### src/rtl/mips_mc_pkg.sv
// Shared types for the multicycle MIPS core: FSM state encoding, opcode/funct
// constants and the small ALU used by the EXEC state.
package mips_mc_pkg;

   typedef enum logic [3:0] {
      ST_FETCH  = 4'd0,
      ST_DECODE = 4'd1,
      ST_MEMADR = 4'd2,
      ST_MEMRD  = 4'd3,
      ST_MEMWB  = 4'd4,
      ST_MEMWR  = 4'd5,
      ST_EXEC   = 4'd6,
      ST_ALUWB  = 4'd7,
      ST_BRANCH = 4'd8,
      ST_ADDIEX = 4'd9,
      ST_ADDIWB = 4'd10,
      ST_JUMP   = 4'd11,
      ST_TRAP   = 4'd12
   } state_t;

   localparam logic [5:0] OP_RTYPE = 6'h00;
   localparam logic [5:0] OP_J     = 6'h02;
   localparam logic [5:0] OP_BEQ   = 6'h04;
   localparam logic [5:0] OP_BNE   = 6'h05;
   localparam logic [5:0] OP_ADDI  = 6'h08;
   localparam logic [5:0] OP_LW    = 6'h23;
   localparam logic [5:0] OP_SW    = 6'h2B;

   localparam logic [5:0] FN_ADD = 6'h20;
   localparam logic [5:0] FN_SUB = 6'h22;
   localparam logic [5:0] FN_AND = 6'h24;
   localparam logic [5:0] FN_OR  = 6'h25;
   localparam logic [5:0] FN_SLT = 6'h2A;

   typedef enum logic [2:0] {
      ALU_ADD = 3'd0,
      ALU_SUB = 3'd1,
      ALU_AND = 3'd2,
      ALU_OR  = 3'd3,
      ALU_SLT = 3'd4
   } alu_op_t;

   function automatic logic funct_legal(input logic [5:0] funct);
      return funct inside {FN_ADD, FN_SUB, FN_AND, FN_OR, FN_SLT};
   endfunction

   function automatic alu_op_t funct_to_alu(input logic [5:0] funct);
      alu_op_t op;
      case (funct)
         FN_SUB:  op = ALU_SUB;
         FN_AND:  op = ALU_AND;
         FN_OR:   op = ALU_OR;
         FN_SLT:  op = ALU_SLT;
         default: op = ALU_ADD;
      endcase
      return op;
   endfunction

   function automatic logic [31:0] alu_eval(input alu_op_t op, input logic [31:0] a,
                                            input logic [31:0] b);
      logic [31:0] r;
      case (op)
         ALU_SUB: r = a - b;
         ALU_AND: r = a & b;
         ALU_OR:  r = a | b;
         ALU_SLT: r = {31'b0, ($signed(a) < $signed(b))};
         default: r = a + b;
      endcase
      return r;
   endfunction

endpackage

### src/rtl/mips_multicycle_core_if.sv
// Unified instruction/data memory port: one request at a time, completed by ready.
interface mips_multicycle_core_if;
   logic        mem_req;
   logic        mem_we;
   logic [31:0] mem_addr;
   logic [31:0] mem_wdata;
   logic [31:0] mem_rdata;
   logic        mem_ready;

   modport master (output mem_req, mem_we, mem_addr, mem_wdata,
                   input  mem_rdata, mem_ready);
   modport slave  (input  mem_req, mem_we, mem_addr, mem_wdata,
                   output mem_rdata, mem_ready);
endinterface

### src/rtl/mips_mc_regfile.sv
// Register file: two combinational read ports, one synchronous write port,
// register 0 reads as zero and ignores writes.
module mips_mc_regfile #(
   parameter int NREGS_LOG2 = 5
)(
   input  logic                  clk,
   input  logic                  reset,
   input  logic [NREGS_LOG2-1:0] ra1_i,
   input  logic [NREGS_LOG2-1:0] ra2_i,
   output logic [31:0]           rd1_o,
   output logic [31:0]           rd2_o,
   input  logic                  we_i,
   input  logic [NREGS_LOG2-1:0] wa_i,
   input  logic [31:0]           wd_i
);
   localparam int NREGS = 1 << NREGS_LOG2;

   logic [31:0] regs_q [NREGS];

   always_ff @(posedge clk) begin
      if (reset) begin
         for (int i = 0; i < NREGS; i++) begin
            regs_q[i] <= '0;
         end
      end else if (we_i && (wa_i != '0)) begin
         regs_q[wa_i] <= wd_i;
      end
   end

   assign rd1_o = (ra1_i == '0) ? 32'h0 : regs_q[ra1_i];
   assign rd2_o = (ra2_i == '0) ? 32'h0 : regs_q[ra2_i];

endmodule

### src/rtl/mips_multicycle_core.sv
// Multicycle MIPS core (add/sub/and/or/slt, addi, lw, sw, beq, j) with a GPIO store
// register; defining MIPS_MC_BNE_EN adds bne, otherwise opcode 0x05 traps.
module mips_multicycle_core
   import mips_mc_pkg::*;
#(
   parameter logic [31:0] RESET_PC   = 32'h0040_0000,
   parameter int          GPIO_WIDTH = 8,
   parameter logic [31:0] GPIO_ADDR  = 32'h1001_0024,
   parameter int          NREGS_LOG2 = 5
)(
   input  logic                   clk,
   input  logic                   reset,
   mips_multicycle_core_if.master mem,
   output logic [GPIO_WIDTH-1:0]  gpio_o,
   output logic [3:0]             state_o,
   output logic                   trap_o,
   output logic [31:0]            result_o
);

   state_t state_q, state_d;
   logic [31:0] pc_q, pc_d, ir_q, ir_d, mdr_q, mdr_d;
   logic [31:0] a_q, a_d, b_q, b_d, alu_q, alu_d;
   logic [GPIO_WIDTH-1:0] gpio_q, gpio_d;
   logic trap_q, trap_d;

   logic [5:0]  opcode, funct;
   logic [31:0] imm_sext;
   logic [NREGS_LOG2-1:0] rs_idx, rt_idx, rd_idx;
   logic [31:0] rf_rd1, rf_rd2, rf_wd;
   logic [NREGS_LOG2-1:0] rf_wa;
   logic rf_we, gpio_hit, branch_taken;
   logic req_c, we_c;
   logic [31:0] addr_c;
   alu_op_t alu_op;

   assign opcode   = ir_q[31:26];
   assign funct    = ir_q[5:0];
   assign imm_sext = {{16{ir_q[15]}}, ir_q[15:0]};
   assign rs_idx   = ir_q[21 +: NREGS_LOG2];
   assign rt_idx   = ir_q[16 +: NREGS_LOG2];
   assign rd_idx   = ir_q[11 +: NREGS_LOG2];
   assign alu_op   = funct_to_alu(funct);
   assign gpio_hit = (alu_q == GPIO_ADDR);

`ifdef MIPS_MC_BNE_EN
   assign branch_taken = (opcode == OP_BNE) ? (a_q != b_q) : (a_q == b_q);
`else
   assign branch_taken = (a_q == b_q);
`endif

   mips_mc_regfile #(.NREGS_LOG2(NREGS_LOG2)) u_regfile (
      .clk   (clk),
      .reset (reset),
      .ra1_i (rs_idx),
      .ra2_i (rt_idx),
      .rd1_o (rf_rd1),
      .rd2_o (rf_rd2),
      .we_i  (rf_we),
      .wa_i  (rf_wa),
      .wd_i  (rf_wd)
   );

   always_ff @(posedge clk) begin
      if (reset) state_q <= ST_FETCH;
      else       state_q <= state_d;
   end

   always_comb begin
      state_d = state_q;
      case (state_q)
         ST_FETCH:  if (mem.mem_ready) state_d = ST_DECODE;
         ST_DECODE: begin
            case (opcode)
               OP_RTYPE:     state_d = ST_EXEC;
               OP_LW, OP_SW: state_d = ST_MEMADR;
               OP_BEQ:       state_d = ST_BRANCH;
`ifdef MIPS_MC_BNE_EN
               OP_BNE:       state_d = ST_BRANCH;
`endif
               OP_ADDI:      state_d = ST_ADDIEX;
               OP_J:         state_d = ST_JUMP;
               default:      state_d = ST_TRAP;
            endcase
         end
         ST_MEMADR: state_d = (opcode == OP_LW) ? ST_MEMRD : ST_MEMWR;
         ST_MEMRD:  if (mem.mem_ready) state_d = ST_MEMWB;
         ST_MEMWR:  if (gpio_hit || mem.mem_ready) state_d = ST_FETCH;
         ST_EXEC:   state_d = funct_legal(funct) ? ST_ALUWB : ST_TRAP;
         ST_ADDIEX: state_d = ST_ADDIWB;
         ST_MEMWB, ST_ALUWB, ST_ADDIWB, ST_BRANCH, ST_JUMP: state_d = ST_FETCH;
         ST_TRAP:   state_d = ST_TRAP;
         default:   state_d = ST_FETCH;
      endcase
   end

   always_comb begin
      req_c  = 1'b0;
      we_c   = 1'b0;
      addr_c = pc_q;
      rf_we  = 1'b0;
      rf_wa  = rt_idx;
      rf_wd  = alu_q;
      case (state_q)
         ST_FETCH: req_c = 1'b1;
         ST_MEMRD: begin
            req_c  = 1'b1;
            addr_c = alu_q;
         end
         ST_MEMWR: begin
            addr_c = alu_q;
            // A GPIO hit is absorbed locally and never reaches the bus.
            req_c  = !gpio_hit;
            we_c   = !gpio_hit;
         end
         ST_MEMWB: begin
            rf_we = 1'b1;
            rf_wd = mdr_q;
         end
         ST_ALUWB: begin
            rf_we = 1'b1;
            rf_wa = rd_idx;
         end
         ST_ADDIWB: rf_we = 1'b1;
         default: ;
      endcase
   end

   assign mem.mem_req   = req_c & ~reset;
   assign mem.mem_we    = we_c & ~reset;
   assign mem.mem_addr  = addr_c;
   assign mem.mem_wdata = b_q;

   always_comb begin
      pc_d   = pc_q;
      ir_d   = ir_q;
      mdr_d  = mdr_q;
      a_d    = a_q;
      b_d    = b_q;
      alu_d  = alu_q;
      gpio_d = gpio_q;
      trap_d = trap_q;
      case (state_q)
         ST_FETCH: begin
            if (mem.mem_ready) begin
               ir_d = mem.mem_rdata;
               pc_d = pc_q + 32'd4;
            end
         end
         ST_DECODE: begin
            a_d   = rf_rd1;
            b_d   = rf_rd2;
            alu_d = pc_q + {imm_sext[29:0], 2'b00};
         end
         ST_MEMADR, ST_ADDIEX: alu_d = a_q + imm_sext;
         ST_MEMRD: if (mem.mem_ready) mdr_d = mem.mem_rdata;
         ST_MEMWR: if (gpio_hit) gpio_d = b_q[GPIO_WIDTH-1:0];
         ST_EXEC:   alu_d = alu_eval(alu_op, a_q, b_q);
         ST_BRANCH: if (branch_taken) pc_d = alu_q;
         ST_JUMP:   pc_d = {pc_q[31:28], ir_q[25:0], 2'b00};
         ST_TRAP:   trap_d = 1'b1;
         default: ;
      endcase
   end

   always_ff @(posedge clk) begin
      if (reset) begin
         pc_q   <= RESET_PC;
         ir_q   <= '0;
         mdr_q  <= '0;
         a_q    <= '0;
         b_q    <= '0;
         alu_q  <= '0;
         gpio_q <= '0;
         trap_q <= 1'b0;
      end else begin
         pc_q   <= pc_d;
         ir_q   <= ir_d;
         mdr_q  <= mdr_d;
         a_q    <= a_d;
         b_q    <= b_d;
         alu_q  <= alu_d;
         gpio_q <= gpio_d;
         trap_q <= trap_d;
      end
   end

   assign gpio_o   = gpio_q;
   assign state_o  = state_q;
   assign trap_o   = trap_q;
   assign result_o = alu_q;

endmodule

### src/flat_wrapper.sv
// flat-port wrapper written by rule: the top's interface ports become plain ports
module mips_multicycle_core_flat import mips_mc_pkg::*;
#(
   parameter logic [31:0] RESET_PC   = 32'h0040_0000,
   parameter int          GPIO_WIDTH = 8,
   parameter logic [31:0] GPIO_ADDR  = 32'h1001_0024,
   parameter int          NREGS_LOG2 = 5
)
  (clk, reset, gpio_o, state_o, trap_o, result_o, mem_mem_req, mem_mem_we, mem_mem_addr, mem_mem_wdata, mem_mem_rdata, mem_mem_ready);
  mips_multicycle_core_if mem_i ();
  input  logic clk;
  input  logic reset;
  output logic [GPIO_WIDTH-1:0] gpio_o;
  output logic [3:0] state_o;
  output logic trap_o;
  output logic [31:0] result_o;
  output wire logic [$bits(mem_i.mem_req)-1:0] mem_mem_req;
  output wire logic [$bits(mem_i.mem_we)-1:0] mem_mem_we;
  output wire logic [$bits(mem_i.mem_addr)-1:0] mem_mem_addr;
  output wire logic [$bits(mem_i.mem_wdata)-1:0] mem_mem_wdata;
  input wire logic [$bits(mem_i.mem_rdata)-1:0] mem_mem_rdata;
  input wire logic [$bits(mem_i.mem_ready)-1:0] mem_mem_ready;
  assign mem_mem_req = mem_i.mem_req;
  assign mem_mem_we = mem_i.mem_we;
  assign mem_mem_addr = mem_i.mem_addr;
  assign mem_mem_wdata = mem_i.mem_wdata;
  assign mem_i.mem_rdata = mem_mem_rdata;
  assign mem_i.mem_ready = mem_mem_ready;
  mips_multicycle_core #(.RESET_PC(RESET_PC), .GPIO_WIDTH(GPIO_WIDTH), .GPIO_ADDR(GPIO_ADDR), .NREGS_LOG2(NREGS_LOG2)) u_core (.clk(clk), .reset(reset), .mem(mem_i), .gpio_o(gpio_o), .state_o(state_o), .trap_o(trap_o), .result_o(result_o));
endmodule
### config.mk
export PLATFORM = sky130hd
export DESIGN_NAME = mips_multicycle_core_flat
export DESIGN_NICKNAME = d
export VERILOG_FILES = /design/src/rtl/mips_mc_pkg.sv /design/src/rtl/mips_multicycle_core_if.sv /design/src/rtl/mips_mc_regfile.sv /design/src/rtl/mips_multicycle_core.sv /design/src/flat_wrapper.sv
export SDC_FILE = /design/constraint.sdc
export NUM_CORES = 2
export LEC_CHECK = 0
export ABC_AREA = 1
export CELL_PAD_IN_SITES_DETAIL_PLACEMENT = 1
export CELL_PAD_IN_SITES_GLOBAL_PLACEMENT = 2
export CORE_MARGIN = 10
export CORE_UTILIZATION = 32
export CTS_CLUSTER_SIZE = 16
export DETAILED_ROUTE_END_ITERATION = 10
export PLACE_DENSITY = 0.69
export SYNTH_ARGS = -nofsm -noshare
export SYNTH_HDL_FRONTEND = slang
export SYNTH_HIERARCHICAL = 1
export SYNTH_SLANG_ARGS = --single-unit
### constraint.sdc
create_clock -name clk -period 7.7 [get_ports clk]
set_clock_uncertainty 0.2 [all_clocks]
set_input_delay 1.925 -clock clk [delete_from_list [all_inputs] [get_ports clk]]
set_output_delay 1.925 -clock clk [all_outputs]
set_load 0.005 [all_outputs]
==> metrics.csv <==
metric,value,unit
Ys Warns,6,
power per cell area,414.3,nW/µm²
Synth Area in Compound Gates,0.1049,
Tightest Pin Transition,1.221,ns
clock tree from TritonCTS,built,
grt peak-use layer,met2,
hold path cells,2,
first drt pass iteration count,6,
NumNets Final,10300,
largest net degree at the start of global routing,178,
Worst-Skew Late Latency,0.84,ns
post-DP HPWL,257200,µm
Slew Limit Fails,0,
Internal,0.01650,W
dpl ws,2.161,ns
Root Driver,clkbuf_16,
Max Cap Viol,0,
Antenna Nets Post-Route,0,
clock share of power,0.215,
startpoint types,flip-flop,
Crit path top cell by count,inv_1,
DR iter-0 viols,7363,
Setup-failing EPs final,0,
final worst-path cycle share,0.7367,
CTS Hold Buffers Added,0,
maximum vdd drop,230.4,µV
cell count after synthesis,10370,
worst setup path class,flip-flop to flip-flop,
"Remaining Overflow, GRT",0,
design area,84340,µm²
setup repair after global routing missed its margin,no,
Hold Path Sink,u_core/mdr_q[14]$_SDFFE_PP0P_,
layout cells sized above 1,0.05238,
wire per inst,29.02,µm
GR Util met3,0.04388,
Mapped Area,75340,µm²
Worst EP arrival,5.91,ns
sequential area share after synthesis,0.4626,
R2R Path Start,u_core/state_o[2]$_SDFFE_PP0P_,
post-CTS setup buffers,0,
top post-synthesis cells by area,"edfxtp_1, nand2_1, nor2_1",
CTS sink cnt,1229,
Synth cell types,58,
port bufs,145,
post-layout min period,5.673,ns
die height,505.2,µm
power share of the combinational group,0.531,
Final Hold Vio Count,0,
initial core utilization,0.3209,
vias in the first global route,74250,
post-synth top area share,0.4082,
Total GRT Usage,0.2904,
Slew headroom,0.1829,
Critical Path Max Stage Delay,0.88,ns
P&R area growth vs syn,11.95,%
Die X,505.2,µm
grt met2 use,0.4584,
Worst Hold Class,flip-flop to flip-flop,
CTS buffer count,157,
required time of the critical path,7.94,ns
final WL,388400,µm
Synth area leader,edfxtp_1,
H-tree depth,4,
post-CTS sizing,0,
mux contribution to synthesized area,0,
"commonest non-fill, non-tap cells in the layout","nand2_1, nor2_1, nand3_1, edfxtp_1, o21ai_0",
sequential cell fraction of total power,0.254,
drt via density,5.592,
CP Cell Sequence,inv_1 -> nor2_1 -> nand3_1 -> o21ai_0 -> inv_1 -> nand3_1 -> inv_1 -> nand2_1 -> nand3_1 -> inv_1 -> nand2_1 -> inv_1 -> nand2_2 -> nand2_2,
setup_tns,0,ns
die area,255200,µm²
outcome,finished clean,
GPL Wtd Cong,0.9243,
core area,234700,µm²
Mean Syn Cell Area,7.267,µm²
I/O pins,146,
placed cell areas,79240,µm²
Post-Synth Adder-Cell Area,0.02714,
routed vias,74850,
Net Sw Frac,0.5279,
first-pass GRT wire length,547800,µm
antenna violations before repair,27,
static leakage,32.71,nW
"FF+latch count, synth",1229,
GR Util met1,0.3917,
Crit-path slowest cell,nand2_2,
largest family of logic cells by synthesized area,simple AND/OR/NAND/NOR gates,
"most common cell after layout, fill and taps aside",nand2_1,
"critical path fanouts, max",33,
"Core Util, Final",0.3593,
DRC errors left,0,
final worst setup slack,2.027,ns
HP Start,u_core/mdr_q[14]$_SDFFE_PP0P_,
Critical R2R Capture,u_core/u_regfile/regs_q[8][28]$_SDFFCE_PN0P_,
"CTS clk-pin slew, worst paths",0.07,ns
NetSw,0.01845,W
cell row count,178,
CP endpoint kind,flip-flop,
highest clock rate,0.1763,GHz
simple-gate share of the synthesized area,0.3319,
Post-Synth XOR/XNOR Area,0.001860,
Final Total Pwr,0.03495,W
R2R Setup Slk,2.03,ns
Worst Reg-to-Reg Cells,14,
clock tree buffer depth,3,
[per-stage QoR]
stage	cells	hold slack, ns
after floorplan	10400	0.2245
after global placement	13100	0.2344
after detailed placement	13100	0.2425
after CTS	13380	0.2520
after global routing	13380	0.2661
final	13380	0.2493
[registers in the layout, indices dropped and copies added (netlist names)]
name and count:
u_core/state_o 4, u_core/a_q 32, u_core/result_o 32, u_core/mdr_q 32, u_core/ir_q 32, u_core/trap_o 1, u_core/u_regfile/regs_q 1024, u_core/gpio_o 8
u_core/pc_q 32, u_core/mem.mem_wdata 32
[metal layers]
metal / up-vias / wire, µm
met3: 572 / 25700
met2: 2713 / 173600
li1: 33640 / -
met5: - / 101
met4: 16 / 20360
met1: 37900 / 168700
[cells by family (layout without fill, tap and decap cells)]
logic type / count (synthesis) / in the layout
and+or+nand+nor: 6151 / 6151
adders and majority gates: 161 / 161
other: 1 / 33
AOI/OAI and AO/OA: 1497 / 1497
DFF: 1229 / 1229
buffers and inverters: 1312 / 1147
xor gates and xnor gates: 16 / 16
[power by group through the flow]
stage | sequential (W) | clock (W) | combinational, W
6_report | 0.00887 | 0.00752 | 0.0186
5_1_grt | 0.00891 | 0.00791 | 0.0197
4_1_cts | 0.00887 | 0.00766 | 0.0182
3_5_place_dp | 0.00900 | 0 | 0.0182
3_3_place_gp | 0.00899 | 0 | 0.0180
2_1_floorplan | 0.00832 | 0 | 0.0102
[cell type report]
cell class,count,area [µm²]
repair buffers,298,2860
flip-flops and latches,1229,34890
clock buffers,192,4180
fillers,28780,150400
diodes,1,2.502
clock inverters,93,918.4
well taps,3150,3941
multi-input cells,7857,35390
inverters,564,2165
[Yosys cell counts (all sizes together)]
cell     instances
o311ai           1
a21oi          526
nand4           36
o22ai           12
nor2          2083
nand3         1198
and3             2
nor4            13
xor2            14
a221oi           2
nand3b           2
o21bai          17
and2             1
a32oi            1
a31oi           14
a311oi           2
o221ai           2
clkinv           6
a21boi           3
edfxtp        1024
fa               4
or2             20
clkbuf         379
nor3            61
a22oi            1
dfxtp          205
xnor2            2
buf            369
conb             1
o2111ai          8
o21ai          824
nand2         2735
inv            558
ha             157
o21a             6
a211oi          15
o211ai          45
a41oi            6
o32ai            1
a21o            11
[worst max path at each step]
stage / start / end / slack (ns)
after floorplan: reset / mem_mem_req / 3.03
after global placement: reset / u_core/u_regfile/regs_q[23][8]$_SDFFCE_PN0P_ / 2.11
after detailed placement: reset / u_core/u_regfile/regs_q[23][13]$_SDFFCE_PN0P_ / 2.16
after CTS: u_core/state_o[2]$_SDFFE_PP0P_ / mem_mem_addr[22] / 2.08
after global routing: u_core/state_o[2]$_SDFFE_PP0P_ / u_core/u_regfile/regs_q[8][28]$_SDFFCE_PN0P_ / 1.74
final: u_core/state_o[2]$_SDFFE_PP0P_ / u_core/u_regfile/regs_q[8][28]$_SDFFCE_PN0P_ / 2.03
[worst max-delay path: cells and delay by family, from the launching register on]
kind	cells	cell delay, ns
AND/OR/NAND/NOR	8	2.74
buffers and inverters	5	1.17
AO/OA/AOI/OAI	1	0.65
flip-flops	1	0.47
Power figures use the tool's default switching activity.
